**src/rtl/piso_serializer_if.sv**
```systemverilog
// ---------------------------------------------------------------------------
// piso_serializer_if
//   Bundles the load handshake and serial output of piso_serializer.
//   master : the producer/consumer side (drives par_in/load_valid, observes the rest)
//   slave  : the serializer itself
// Signals:
//   par_in     [WIDTH-1:0]  parallel word to serialize
//   load_valid              par_in holds a valid word
//   load_ready              serializer can take a word this cycle
//   ser_out                 serial data bit, MSB first
//   ser_valid               ser_out carries a frame bit this cycle
//   done                    pulse coincident with the last frame bit
// ---------------------------------------------------------------------------
interface piso_serializer_if #(
  parameter int WIDTH = 4
) ();
  logic [WIDTH-1:0] par_in;
  logic             load_valid;
  logic             load_ready;
  logic             ser_out;
  logic             ser_valid;
  logic             done;

  modport master (
    output par_in, load_valid,
    input  load_ready, ser_out, ser_valid, done
  );

  modport slave (
    input  par_in, load_valid,
    output load_ready, ser_out, ser_valid, done
  );
endinterface

```
**src/rtl/piso_serializer.sv**
```systemverilog
// ---------------------------------------------------------------------------
// piso_serializer
//   Parallel-in / serial-out stage. A WIDTH-bit word is taken on a
//   load_valid/load_ready handshake and emitted MSB-first, one bit per clk,
//   starting the cycle after the accept edge. Words can be chained with no
//   idle gap: the next word is accepted on the edge that ends the current one.
//
// Parameters:
//   WIDTH  parallel word width, 2..32
//
// Ports:
//   clk   rising-edge clock
//   rst   synchronous reset, active-low
//   bus   piso_serializer_if.slave (par_in, load_valid, load_ready,
//         ser_out, ser_valid, done)
//
// Optional feature (macro PARITY_EN):
//   When defined, an even-parity bit (^word) is appended after the data bits,
//   making the frame WIDTH+1 bits; done and load_ready move to that cycle.
//   When undefined, there is no parity state or parity register.
// ---------------------------------------------------------------------------
module piso_serializer #(
  parameter int WIDTH = 4
) (
  input  logic              clk,
  input  logic              rst,
  piso_serializer_if.slave  bus
);

  localparam int CNT_W = $clog2(WIDTH);

`ifdef PARITY_EN
  typedef enum logic [1:0] {IDLE, SHIFT, PARITY} state_t;
`else
  typedef enum logic {IDLE, SHIFT} state_t;
`endif

  state_t           state;
  logic [WIDTH-1:0] shreg;
  logic [CNT_W-1:0] cnt;
`ifdef PARITY_EN
  logic             par;
`endif

  logic             last_bit;
  logic             load_ready;
  logic             take;
  logic             ser_bit;

  // The final frame bit is the last data bit, or the parity bit when enabled.
  // The serializer is free again in that same cycle so chained words abut.
`ifdef PARITY_EN
  assign last_bit = (state == PARITY);
`else
  assign last_bit = (state == SHIFT) && (cnt == '0);
`endif

  assign load_ready = (state == IDLE) || last_bit;
  assign take       = bus.load_valid && load_ready;

  // Everything here depends only on registered state, so no input reaches
  // an output combinationally.
  always_comb begin
    ser_bit = 1'b0;
    case (state)
      SHIFT:   ser_bit = shreg[WIDTH-1];
`ifdef PARITY_EN
      PARITY:  ser_bit = par;
`endif
      default: ser_bit = 1'b0;
    endcase
  end

  assign bus.load_ready = load_ready;
  assign bus.ser_valid  = (state != IDLE);
  assign bus.ser_out    = ser_bit;
  assign bus.done       = last_bit;

  // Frame control. An accepted word always wins, which is what restarts SHIFT
  // straight out of the final bit of the previous frame. Otherwise SHIFT walks
  // the word out MSB-first until cnt runs down, then moves on to parity or idle.
  // Reset drops any frame in flight.
  always_ff @(posedge clk) begin
    if (!rst) begin
      state <= IDLE;
      shreg <= '0;
      cnt   <= '0;
`ifdef PARITY_EN
      par   <= 1'b0;
`endif
    end else if (take) begin
      state <= SHIFT;
      shreg <= bus.par_in;
      cnt   <= CNT_W'(WIDTH - 1);
`ifdef PARITY_EN
      par   <= ^bus.par_in;
`endif
    end else begin
      case (state)
        SHIFT: begin
          if (cnt != '0) begin
            shreg <= {shreg[WIDTH-2:0], 1'b0};
            cnt   <= cnt - 1'b1;
          end else begin
`ifdef PARITY_EN
            state <= PARITY;
`else
            state <= IDLE;
`endif
          end
        end
`ifdef PARITY_EN
        PARITY:  state <= IDLE;
`endif
        default: state <= IDLE;
      endcase
    end
  end

endmodule

```
**src/flat_wrapper.sv**
```systemverilog
// flat-port wrapper written by rule: the top's interface ports become plain ports
module piso_serializer_flat 
#(
  parameter int WIDTH = 4
)
  (clk, rst, bus_par_in, bus_load_valid, bus_load_ready, bus_ser_out, bus_ser_valid, bus_done);
  piso_serializer_if #(.WIDTH(WIDTH)) bus_i ();
  input  logic clk;
  input  logic rst;
  input wire logic [$bits(bus_i.par_in)-1:0] bus_par_in;
  input wire logic [$bits(bus_i.load_valid)-1:0] bus_load_valid;
  output wire logic [$bits(bus_i.load_ready)-1:0] bus_load_ready;
  output wire logic [$bits(bus_i.ser_out)-1:0] bus_ser_out;
  output wire logic [$bits(bus_i.ser_valid)-1:0] bus_ser_valid;
  output wire logic [$bits(bus_i.done)-1:0] bus_done;
  assign bus_i.par_in = bus_par_in;
  assign bus_i.load_valid = bus_load_valid;
  assign bus_load_ready = bus_i.load_ready;
  assign bus_ser_out = bus_i.ser_out;
  assign bus_ser_valid = bus_i.ser_valid;
  assign bus_done = bus_i.done;
  piso_serializer #(.WIDTH(WIDTH)) u_core (.clk(clk), .rst(rst), .bus(bus_i));
endmodule
```
**config.mk**
```make
export PLATFORM = sky130hd
export DESIGN_NAME = piso_serializer_flat
export DESIGN_NICKNAME = d
export VERILOG_FILES = /design/src/rtl/piso_serializer_if.sv /design/src/rtl/piso_serializer.sv /design/src/flat_wrapper.sv
export SDC_FILE = /design/constraint.sdc
export NUM_CORES = 1
export LEC_CHECK = 0
export CELL_PAD_IN_SITES_DETAIL_PLACEMENT = 0
export CELL_PAD_IN_SITES_GLOBAL_PLACEMENT = 1
export CORE_AREA = 4 4 41 43
export CTS_BUF_LIST = sky130_fd_sc_hd__clkbuf_8
export DETAILED_ROUTE_END_ITERATION = 8
export DIE_AREA = 0 0 45 47
export GPL_TIMING_DRIVEN = 0
export PLACE_DENSITY_LB_ADDON = 0.15
export SLEW_MARGIN = 20
export SYNTH_ARGS = -nofsm -noshare
export SYNTH_HDL_FRONTEND = slang
export SYNTH_SLANG_ARGS = --single-unit
```
**constraint.sdc**
```tcl
create_clock -name clk -period 2.1 [get_ports clk]
set_input_delay 0.63 -clock clk [delete_from_list [all_inputs] [get_ports clk]]
set_output_delay 0.63 -clock clk [all_outputs]
set_load 0.01 [all_outputs]
```
==> flow_summary.toml, run 1 <==
[sta]
fin_skew_ps = 3.09
setup_tns_ps = 0
slew_headroom = 0.825
rsz0062_at_grt = "false"
finalHoldViolations = 0
fmax_mhz = 516
fin_crit_sh = 0.922
tightest_slew_ps = 262
drv_slew = 0
period_minus_slack_ps = 1940
setup_viol_count_final = 0

[detailed_routing]
vias = 268
avgRoutedWirePerCell_um = 10.5
drtPass1Iterations = 1
via_per_inst = 4.32
wirelength_um = 649
ant_nets = 0
drc_errors = 0
drtIter0Drc = 0

[synth]
syn_nets = 41
yosysMostFrequentCell = "dfxtp_1"
yosysTopAreaCell = "dfxtp_1"
synth_warnings = 0
ys_seq_area_frac = 0.434
synthTopCellsByCount = "dfxtp_1 (7), mux2i_1 (4), a21oi_1 (3), o21ai_1 (3)"
avgSynthCellArea_um2 = 9.78
synthArstFlopShare = 0
netlist_area_um2 = 323
synth-edff-count = 0
synth_area_leaders = "dfxtp_1 (43%), mux2i_1 (12%), a21oi_1 (4.7%), o21ai_1 (4.7%), and2_2 (4.7%)"
ys.flop_type = "dfxtp_1"
ys_ff_latch = 7
yosysTopAreaCellShare = 0.434
syn_inst = 33
synth_cell_types = 16

[global_routing]
met1_usage = 0.0780
first_global_vias = 244
use_met3 = 0.0268
antenna_found_initial = 0
use_met2 = 0.107
grtUsageTotal = 0.0697
grt_start_max_net_pins = 10
gr-total-overflow = 0
busiest_layer = "met2"
grt_pass1_wl_um = 1010

[clock_tree]
ctsHoldBuffers = 0
htreeDepth = 1
clock_sinks = 7
root_buffer = "clkbuf_8"
cts_buffers = 3
clkLatencyLatePin_ps = 230
cts_tree = "built"
clk_pin_slew_ps = 40
cts_buffer_depth = 2

[min_path]
hold_path_end = "u_core.cnt[0]"
min-delay-start = "u_core.cnt[0]"
min_path_cells = 2
hold_path_class = "flip-flop to flip-flop"

[setup_path]
worstPathArrival_ps = 1310
endpoint_kind = "primary output"
r2r_end = "u_core.cnt[1]"
required_ps = 1470
worst_setup_path_start_kind = "flip-flop"
reg2reg_slack_ps = 940
r2r_start = "u_core.cnt[0]"
crit_fanout = 9
r2r_cells = 5
path_class = "flip-flop to primary output"

[pwr]
clkPwrFrac = 0.459
p_switching_uw = 95.0
p_per_area_nw_per_um2 = 836
power.total_uw = 405
p_leak_uw = 0.000211
seq_power_share = 0.376
internal-power_uw = 310
switching_share = 0.235
pwr-share-comb = 0.165
ir_drop_v = 0.000314

[finish]
antenna_cells = 0
nNetsFinal = 56
area_delta_synth_final_pct = 50.0
drive_gt1_frac = 0.234

[floorplanning]
core-area_um2 = 1300
initial_utilization = 0.248
placementRows = 13
io_pins = 11
die_area_um2 = 2120
die_height_um = 47
die_w_um = 45

[place]
io_buffers = 9
dp_hpwl_um = 452
gp_congestion = 0.710

[run]
max-cap-violations = 0

[outcome]
status = "finished clean"
-- power groups by stage --
| stage | Sequential [uW] | Clock [uW] | Combinational (uW) |
|---|---|---|---|
| floorplan | 154 | 0 | 39.4 |
| global placement | 154 | 0 | 64.2 |
| detailed placement | 155 | 0 | 65.0 |
| CTS | 152 | 191 | 67.6 |
| global route | 153 | 195 | 73.5 |
| finish | 152 | 186 | 66.8 |
-- cell families after synthesis --
family / synth area share
AO/OA/AOI/OAI: 0.174
AND/OR/NAND/NOR: 0.151
flip-flops: 0.434
adder cells (fa/ha/maj): 0.0388
buffers and inverters: 0.0775
multiplexers: 0.124
-- cell type report --
| class | instances | area [um^2] |
|---|---|---|
| fillers | 142 | 817 |
| multi-input cells | 22 | 160 |
| flip-flops and latches | 7 | 140 |
| repair buffers | 10 | 95.1 |
| clock buffers | 3 | 41.3 |
| well taps | 15 | 18.8 |
| inverters | 3 | 13.8 |
| plain buffers | 1 | 11.3 |
| clock inverters | 1 | 3.75 |
-- flip-flops by register name, summed over array words and instances, names as in the netlist --
signal                cells
u_core.shreg              4
u_core.cnt                2
u_core.bus.ser_valid      1
-- per-layer routing --
layer / vias up / routed length, um
met4: 0 / 12
met5: - / 0
met1: 116 / 292
met3: 2 / 60
met2: 10 / 283
li1: 140 / -
-- worst max-delay path, cell delays in order (launching register included) --
cell and delay (ps):
dfxtp_1 320, inv_1 60, ha_2 200, nor2b_4 140
inv_4 70, dlygate4sd2_1 280
-- cells in the final DEF (no fill, tap or decap), drive strengths merged --
master,synthesis,layout
nor2b,1,1
mux2i,4,4
inv,3,4
nand2,2,2
buf,1,2
ha,1,1
nor3,1,1
o21ai,4,4
dlygate4sd2,0,2
a21oi,3,3
clkbuf,0,3
o311a,1,1
o21a,1,1
dfxtp,7,7
nor2,2,2
clkdlybuf4s50,0,7
and2,2,2
-- metrics by stage --
stage	setup WS, ps	instance area, um^2	utilization	hold slack [ps]	std cells
after floorplan	651	323	-	463	33
after global placement	135	432	0.332	473	57
after detailed placement	135	432	0.332	498	57
after CTS	173	484	0.372	506	62
after global routing	104	484	0.372	535	62
final	163	484	0.372	506	62
-- worst max path at each step --
stage             startpoint             end  slack (ps)
2_1_floorplan  u_core.cnt[0]  bus_load_ready         650
3_3_place_gp   u_core.cnt[0]  bus_load_ready         130
3_5_place_dp   u_core.cnt[0]  bus_load_ready         130
4_1_cts        u_core.cnt[0]  bus_load_ready         170
5_1_grt        u_core.cnt[0]  bus_load_ready         100
6_report       u_core.cnt[0]  bus_load_ready         160
-- what timing repair did --
action / 4_1_cts / 5_1_grt
endpoints found under the setup margin: 2 / 0
setup buffers: 1 / 0
resized for setup: 3 / 0
Note: power is estimated with default switching activity, not from simulation.
==> run 2: changes to the inputs <==
--- a/config.mk
+++ b/config.mk
@@ -11,7 +11,6 @@
 export CTS_BUF_LIST = sky130_fd_sc_hd__clkbuf_8
 export DETAILED_ROUTE_END_ITERATION = 8
 export DIE_AREA = 0 0 45 47
-export GPL_TIMING_DRIVEN = 0
 export PLACE_DENSITY_LB_ADDON = 0.15
 export SLEW_MARGIN = 20
 export SYNTH_ARGS = -nofsm -noshare
==> run 2 against run 1 <==
- critical path type unchanged
- register-to-register slack lost 20 ps
- combinational power shrank 1%
- sequential share of layout area grew 0.075 points
- clock power is essentially flat
- wire length grew 1.1%
- maximum frequency grew 0.13%
- first-iteration DRC count grew 4
- largest power group unchanged
- design area shrank 0.26%
==> flow_summary.toml, run 2 (synthesized netlist as in run 1, its figures left out) <==
[sta]
drv_slew = 0
fin_ws_ps = 165
slew_headroom = 0.768
tightest_slew_ps = 346
period_minus_slack_ps = 1930
fmax_mhz = 517
setup_tns_ps = 0
fin_crit_sh = 0.921
setup_viol_count_final = 0
holdWs_ps = 500
finalHoldViolations = 0
fin_skew_ps = 4.29
rsz0062_at_grt = "false"

[min_path]
hold_path_class = "flip-flop to flip-flop"

[pwr]
seq_power_share = 0.379
ir_drop_v = 0.000288
p_switching_uw = 91.7
pwr-share-comb = 0.164
p_leak_uw = 0.000209
internal-power_uw = 309
p_per_area_nw_per_um2 = 830
switching_share = 0.229
clkPwrFrac = 0.456

[finish]
top_register = "u_core.shreg"
antenna_cells = 0
final_util = 0.371
final_cells = 62
nNetsFinal = 56
area_delta_synth_final_pct = 49.6
mostFrequentLayoutCell = "clkdlybuf4s50_1"
nFillCells = 153
drive_gt1_frac = 0.213
mostFrequentLayoutCells = "clkdlybuf4s50_1 (8), dfxtp_1 (7), mux2i_1 (4)"
largest_reg_flops = 4

[floorplanning]
io_pins = 11
placementRows = 13
core-area_um2 = 1300
initial_utilization = 0.248
die_height_um = 47
die_area_um2 = 2120
die_w_um = 45

[detailed_routing]
avgRoutedWirePerCell_um = 10.6
via_per_inst = 4.19
vias = 260
drtPass1Iterations = 2
ant_nets = 0
drc_errors = 0
drtIter0Drc = 4
wirelength_um = 656

[setup_path]
endpoint_kind = "primary output"
path_class = "flip-flop to primary output"
required_ps = 1470
crit_fanout = 9
worst_setup_path_start_kind = "flip-flop"
worstPathArrival_ps = 1300

[place]
io_buffers = 10
gp_congestion = 0.691
placed_cells = 57
post-place-ws_ps = 115
dp_hpwl_um = 478

[clock_tree]
ctsHoldBuffers = 0
cts_buffer_depth = 2
cts_buffers = 3
clkLatencyLatePin_ps = 230
cts_tree = "built"
clk_pin_slew_ps = 40
root_buffer = "clkbuf_8"
htreeDepth = 1
clock_sinks = 7

[global_routing]
grtUsageTotal = 0.0713
grt_start_max_net_pins = 10
gr-total-overflow = 0
first_global_vias = 247
grt_pass1_wl_um = 1020
antenna_found_initial = 0

[outcome]
status = "finished clean"

[run]
max-cap-violations = 0
## run 2: worst paths after layout
path	start	end	slack (ps)	cells after the start
max	u_core.cnt[0]	bus_load_ready	170	5
min	u_core.cnt[0]	u_core.cnt[0]	500	2
max reg2reg	u_core.cnt[0]	u_core.cnt[1]	920	5
min reg2reg	u_core.cnt[0]	u_core.cnt[0]	500	2
## run 2: final cells by class
type	instances	area [um^2]	share of cell area
timing repair buffer	11	105	0.218
tap	15	18.8	0.0389
sequential	7	140	0.290
multi-input combinational	22	160	0.332
inverter	3	13.8	0.0285
clock inverter	1	3.75	0.00777
clock buffer	3	41.3	0.0855
## run 2: metal layers
| layer | GRT usage | wire length (um) | share of wire | vias to the layer above |
|---|---|---|---|---|
| met5 | 0 | 0 | 0 | - |
| li1 | - | - | - | 141 |
| met1 | 0.0847 | 315 | 0.48 | 111 |
| met2 | 0.0989 | 281 | 0.43 | 8 |
| met3 | 0.0230 | 59 | 0.090 | 0 |
| met4 | 0.0702 | 0 | 0 | 0 |
## run 2: per-stage QoR
step / power, uW / cell area [um^2]
finish: 401 / 483
detailed placement: 220 / 430
global placement: 218 / 430
global route: 421 / 483
floorplan: 193 / 323
CTS: 410 / 483
## run 2: critical path: stages (launching register included)
cell           delay, ps
dfxtp_1              320
inv_1                 70
ha_2                 200
nor2b_4              140
inv_4                 70
dlygate4sd2_1        280
## run 2: power by group through the flow
stage               Sequential [uW]  Clock [uW]  Combinational, uW
finish                          152         183               65.8
CTS                             152         191               67.0
floorplan                       154           0               39.4
global route                    153         195               73.3
detailed placement              155           0               65.8
global placement                154           0               64.0
## run 2: what timing repair did
action | in CTS | in global routing
endpoints found under the setup margin | 2 | 0
resized for setup | 3 | 0
buffers inserted | 1 | 0
